File: config.mk
export PLATFORM = sky130hd
export DESIGN_NAME = serial_com_rx
export DESIGN_NICKNAME = d
export VERILOG_FILES = /design/src/rtl/serial_com_rx.sv
export SDC_FILE = /design/constraint.sdc
export NUM_CORES = 1
export LEC_CHECK = 0
export ABC_AREA = 1
export CORE_MARGIN = 1.5
export CORE_UTILIZATION = 52
export DETAILED_ROUTE_END_ITERATION = 8
export PLACE_DENSITY = 0.85
export REMOVE_ABC_BUFFERS = 1
export SYNTH_ARGS = -nofsm -noshare
export SYNTH_HDL_FRONTEND = slang
export SYNTH_SLANG_ARGS = --single-unit
File: constraint.sdc
create_clock -name clk_32f -period 1.8 [get_ports clk_32f]
set_input_delay 0.27 -clock clk_32f [delete_from_list [all_inputs] [get_ports clk_32f]]
set_output_delay 0.27 -clock clk_32f [all_outputs]
set_load 0.02 [all_outputs]
File: src/rtl/serial_com_rx.sv
// Serial-to-parallel receiver: finds byte alignment from COM symbols, locks after
// COM_COUNT aligned COMs, then delivers one byte per eight bit clocks.
module serial_com_rx #(
    parameter logic [7:0]  COM_BYTE  = 8'hBC,
    parameter logic [7:0]  IDLE_BYTE = 8'h7C,
    parameter int unsigned COM_COUNT = 4
) (
    input  logic       clk_32f,
    input  logic       reset,
    input  logic       data_in,
    output logic [7:0] data_out,
    output logic       valid_out,
    output logic       byte_strobe,
    output logic       active
);

    typedef enum logic [1:0] {
        UNLOCKED = 2'd0,
        ALIGNING = 2'd1,
        LOCKED   = 2'd2
    } state_t;

    localparam logic [3:0] COM_TARGET = 4'(COM_COUNT);

    state_t     state;
    state_t     state_nxt;
    logic [7:0] sr;
    logic [7:0] nxt;
    logic [2:0] bit_cnt;
    logic [2:0] bit_cnt_nxt;
    logic [3:0] com_cnt;
    logic [3:0] com_cnt_nxt;
    logic [3:0] com_inc;
    logic [7:0] data_out_nxt;
    logic       valid_nxt;
    logic       strobe_nxt;
    logic       active_nxt;
    logic       boundary;
    logic       com_hit;
    logic       idle_hit;

    // Every compare looks at the byte as it will be once this edge's bit is shifted in.
    assign nxt      = {sr[6:0], data_in};
    assign boundary = (bit_cnt == 3'd7);
    assign com_hit  = (nxt == COM_BYTE);
    assign idle_hit = (nxt == IDLE_BYTE);
    assign com_inc  = com_cnt + 4'd1;

    always_ff @(posedge clk_32f or negedge reset) begin
        if (!reset) begin
            state       <= UNLOCKED;
            sr          <= 8'd0;
            bit_cnt     <= 3'd0;
            com_cnt     <= 4'd0;
            data_out    <= 8'd0;
            valid_out   <= 1'b0;
            byte_strobe <= 1'b0;
            active      <= 1'b0;
        end else begin
            state       <= state_nxt;
            sr          <= nxt;
            bit_cnt     <= bit_cnt_nxt;
            com_cnt     <= com_cnt_nxt;
            data_out    <= data_out_nxt;
            valid_out   <= valid_nxt;
            byte_strobe <= strobe_nxt;
            active      <= active_nxt;
        end
    end

    // valid_out is a one-cycle pulse with no back-pressure: the consumer must take
    // data_out in the cycle valid_out is high; data_out then holds until the next data byte.
    always_comb begin
        state_nxt    = state;
        bit_cnt_nxt  = bit_cnt + 3'd1;
        com_cnt_nxt  = com_cnt;
        data_out_nxt = data_out;
        valid_nxt    = 1'b0;
        strobe_nxt   = 1'b0;
        active_nxt   = active;

        case (state)
            UNLOCKED: begin
                bit_cnt_nxt = 3'd0;
                if (com_hit) begin
                    if (COM_TARGET == 4'd1) begin
                        state_nxt   = LOCKED;
                        active_nxt  = 1'b1;
                        com_cnt_nxt = 4'd0;
                    end else begin
                        state_nxt   = ALIGNING;
                        com_cnt_nxt = 4'd1;
                    end
                end
            end

            ALIGNING: begin
                if (boundary) begin
                    if (com_hit) begin
                        if (com_inc == COM_TARGET) begin
                            state_nxt   = LOCKED;
                            active_nxt  = 1'b1;
                            com_cnt_nxt = 4'd0;
                        end else begin
                            com_cnt_nxt = com_inc;
                        end
                    end else begin
                        // A broken COM run drops alignment; this byte is not re-examined.
                        state_nxt   = UNLOCKED;
                        com_cnt_nxt = 4'd0;
                    end
                end
            end

            LOCKED: begin
                if (boundary) begin
                    strobe_nxt = 1'b1;
                    if (!com_hit && !idle_hit) begin
                        data_out_nxt = nxt;
                        valid_nxt    = 1'b1;
                    end
                end
            end

            default: begin
                state_nxt   = UNLOCKED;
                bit_cnt_nxt = 3'd0;
                com_cnt_nxt = 4'd0;
            end
        endcase
    end

endmodule

# Yosys cells after proc, flatten, opt, wreduce, memory -nomap -nowiden

Index checks and enable logic that the tools add are counted.

Bits in registers: 27
Bits of input ports: 3
Output and inout bits: 11
Word-level logic and storage cells: 45

Add/subtract/negate cells: 2
Equality and inequality tests: 9
Muxes and demuxes: 16
Bitwise gates (word level): 1
Reductions and logical operators: 9

Operator list:

| cell                                                                   | count |
|---|---|
| 4-bit two-way mux                                                      | 4 |
| 4-bit one-hot mux with 3 select lines                                  | 1 |
| 8-bit by 7-bit equality test with 1-bit output (second input constant) | 1 |
| 8-bit equality test (second input constant)                            | 1 |
| 2-bit two-way mux                                                      | 4 |
| 4-bit AND reduction                                                    | 2 |
| 2-bit one-hot mux with 3 select lines                                  | 1 |
| 3-bit AND reduction                                                    | 2 |
| 1-bit two-way mux                                                      | 5 |
| 4-bit by 1-bit adder with 4-bit output (second input constant)         | 1 |
| 4-bit by 3-bit equality test with 1-bit output (second input constant) | 1 |
| 2-bit != test (second input constant)                                  | 2 |
| 3-bit by 1-bit adder with 3-bit output (second input constant)         | 1 |
| 3-bit equality test (second input constant)                            | 1 |
| 3-bit two-way mux                                                      | 1 |
| 3-bit != test (second input constant)                                  | 1 |
| 2-bit by 1-bit equality test with 1-bit output (second input constant) | 1 |
| 2-bit equality test (second input constant)                            | 1 |
| 1-bit zero test                                                        | 2 |
| 2-bit zero test                                                        | 1 |
| 2-bit OR reduction                                                     | 1 |
| 1-bit logical AND                                                      | 1 |
| 1-bit inverter                                                         | 1 |

# Longest topological paths before layout

Depth in word-level cells: 6
Depth in mapped cells: 10
Mapped depth without buffers: 10

# Worst setup path before layout

No wires, ideal clock.

Path kind: register to register
Start point: reg bit_cnt[0]
End point: reg com_cnt[0]
Library setup time: 0.113 ns
Arrival: 1.238 ns
Data required time: 1.687 ns
Path slack: 0.450 ns
Cell stages (with the launch flop): 9
Buffers on the path: 0
Clock period less this slack: 1.350 ns
Cells stage by stage: dfrtp_1 > ha_1 > ha_1 > o21ai_2 > inv_1 > nand2_2 > nand2_1 > nand2_1 > inv_1

Longest elaborated chain between the ends: 3

Ends and longest elaborated chain:

| element                              | RTL line | text |
|---|---|---|
| from (decl)                          | 29       | `logic [2:0] bit_cnt;` |
| from (signal assigned)               | 62       | `bit_cnt <= bit_cnt_nxt;` |
| 3-bit equality test                  | 44       | `assign boundary = (bit_cnt == 3'd7);` |
| 2-bit != test (no source line)       | -        |  |
| 3-bit AND reduction (no source line) | -        |  |
| to (signal assigned)                 | 63       | `com_cnt <= com_cnt_nxt;` |
| to (decl)                            | 31       | `logic [3:0] com_cnt;` |

Every way passes these cells.
A chain may end at the register's enable or synchronous reset.

# Worst setup path after layout

Start point: reg data_out[1]
End point: out data_out[1]

RTL lines:

| element                | RTL line | text |
|---|---|---|
| from (decl)            | 11       | `output logic [7:0] data_out,` |
| from (signal assigned) | 64       | `data_out <= data_out_nxt;` |

No word-level cell between the ends.

==> results.sh <==
export IMPL_worst_pin_slew_ps=320.4
export IMPL_clock_power_share_pct=19.7
export IMPL_synth_area_um2=1224
export IMPL_drc=0
export IMPL_max_cap_violations=0
export IMPL_cp_required_ps=1530
export IMPL_grt_pass1_wl_um=3450
export IMPL_synth_distinct_cells=22
export IMPL_dieArea_um2=2653
export IMPL_slew_viol_final=0
export IMPL_synth_edf_count=0
export IMPL_start_kind="flip-flop"
export IMPL_drtIter0Drc=7
export IMPL_worst_path_buf_inv=1
export IMPL_r2r_start="bit_cnt[0]"
export IMPL_status="finished clean"
export IMPL_dieWidth_um=51.51
export IMPL_crit_path_start="data_out[1]"
export IMPL_cts_resized=0
export IMPL_clock_sinks=27
export IMPL_setup_viol=0
export IMPL_num_vias=830
export IMPL_fin_crit_sh_pct=88.20
export IMPL_rows=17
export IMPL_grt_pass1_vias=797
export IMPL_synthCells=131
export IMPL_core_area_um2=2212
export IMPL_cts_tree="built"
export IMPL_die_h_um=51.51
export IMPL_fin_crit_ps=1588
export IMPL_io_pin_count=14
export IMPL_max_freq_ghz=0.6299
export IMPL_vdd_drop_max_mv=0.6333
export IMPL_power_density_nw_per_um2=908.5
export IMPL_hold_path_class="in -> async"
export IMPL_cp_slowest_cell="clkdlybuf4s50_1"
export IMPL_port_buffers=13
export IMPL_sw_frac_of_total_pct=32.90
export IMPL_place_hpwl_um=1518
export IMPL_ant_nets=0
export IMPL_max_slew_margin_pct=78.64
export IMPL_grt_max_degree=28
export IMPL_start_util_pct=55.32
export IMPL_syn2layout_area_growth_pct=15.44
export IMPL_clkLatencyLatePin_ps=320
export IMPL_num_nets_final=159
export IMPL_fin_worst_skew_ps=2.552
export IMPL_wl_um=1972
export IMPL_cp_arrival_ps=1320
export IMPL_tns_ps=0
export IMPL_yosysTopAreaCell="dfrtp_1"
export IMPL_routedWlPerCell_um=11.20
export IMPL_cts_root_buf="clkbuf_4"
export IMPL_power_frac_seq_pct=54.8
export IMPL_synth_seq_cells=27
export IMPL_cp_end_kind="output pin"
export IMPL_switchingPower_mw=0.4222
export IMPL_synth_top_cell_area_share_pct=55.21
export IMPL_dp_cells=172
export IMPL_ys_warn_count=0
export IMPL_synthFlopType="dfrtp_1"
export IMPL_max_stage_delay_ps=610
export IMPL_syn_avg_cell_area_um2=9.341
export IMPL_p_int_mw=0.8611
export IMPL_p_leak_nw=0.7560
export IMPL_cts_buffers=3
export IMPL_gp_congestion=0.8258
export IMPL_finalHoldViolations=0
export IMPL_globalRouteTotalUtil_pct=17.69
export IMPL_synth_most_common_cell="nand2_1"
export IMPL_crit_chain="clkdlybuf4s50_1"
export IMPL_place_ws_ps=117.7
export IMPL_grt_overflow_total=0
export IMPL_clkSlewWorstSetupHoldPaths_ps=130
export IMPL_post_cts_setup_buffers=0
export IMPL_rsz0062_at_grt="false"
export IMPL_path_class="reg -> out"
export IMPL_cp_top_family="buffers and inverters"
export IMPL_synth_area_top_cells="dfrtp_1 (55%), nand2_1 (14%), ha_1 (7.2%), inv_1 (6.4%), nand3_1 (2.5%)"
export IMPL_htree_levels=1
export IMPL_pwr_share_comb_pct=25.5
export IMPL_yosys_top_cells_count="nand2_1 (45), dfrtp_1 (27), inv_1 (21)"
export IMPL_worst_path_max_fanout=2
export IMPL_final_cells=176
export IMPL_setup_slack_ps=212.4
export IMPL_drive_gt1_share_pct=10.14
export IMPL_diodes=0
export IMPL_drt_first_pass_iters=4
export IMPL_cts_hold_buf=0
export IMPL_synth_seq_area_share_pct=55.21
export IMPL_antenna_found_initial=0
export IMPL_synthArstFlopShare_pct=100.0
export IMPL_clockBufferDepth=2
export IMPL_vias_per_cell=4.716
## worst paths after layout
check | to | slack (ps) | cells past startpoint
setup / recovery | data_out[1] | 210 | 1
hold / removal | sr[1] | 290 | 2
setup reg to reg | data_out[3] | 280 | 8
hold reg to reg | sr[6] | 390 | 0
max in group asynchronous | active | 1270 | 2
min in group clk_32f | sr[6] | 390 | 0
## state kept, by name (all words and copies together) (netlist names)
name / count
active: 1
bit_cnt: 3
byte_strobe: 1
com_cnt: 4
data_out: 8
sr: 7
state: 2
valid_out: 1
## cell type report
cell class / count / area, um2
Fill cell: 197 / 799.5
Multi-Input combinational cell: 82 / 457.9
Inverter: 21 / 78.83
Clock buffer: 3 / 22.52
Timing Repair Buffer: 14 / 137.6
Clock inverter: 1 / 5.005
Sequential cell: 27 / 675.6
Tap cell: 28 / 35.03
## through the flow
stage	total power [mW]	hold WS [ps]	cell area [um2]	utilization, %
global route	1.375	336.8	1413	63.86
global placement	1.023	358.7	1385	62.61
finish	1.283	290.2	1413	63.86
floorplan	0.9647	-25.59	1212	-
CTS	1.296	294.1	1413	63.86
detailed placement	1.044	363.2	1385	62.61
## layout by cell type (no fill, tap or decap), types with 2 or more instances in the layout
cell	Yosys	routed
nand2_1	45	45
dfrtp_1	27	27
inv_1	21	21
clkdlybuf4s50_1	0	13
ha_1	7	7
nand3_1	6	6
o21ai_0	3	3
o21ai_1	3	3
clkbuf_4	0	3
nor2_1	2	2
nor2_2	2	2
nand2_4	2	2
nand2_2	2	2
## layer usage
metal	track usage, %	wire length [um]
met5	0	0
met1	24.02	926
met4	10.53	36
met2	28.42	964
met3	0.8621	44
## power groups by stage
| stage | sequential [mW] | combinational, mW | clock [mW] |
|---|---|---|---|
| after CTS | 0.703 | 0.332 | 0.261 |
| after global routing | 0.711 | 0.382 | 0.282 |
| final | 0.703 | 0.327 | 0.253 |
| after detailed placement | 0.715 | 0.329 | 0 |
| after global placement | 0.711 | 0.312 | 0 |
| after floorplan | 0.705 | 0.260 | 0 |
## kinds of logic after synthesis
family	count (synthesis)	synth area share, %
adder cells (fa/ha/maj)	7	7.157
AO/OA/AOI/OAI	12	6.135
buffers and inverters	22	7.362
flip-flops	27	55.21
AND/OR/NAND/NOR	63	24.13
Note: power is estimated with default switching activity, not from simulation.
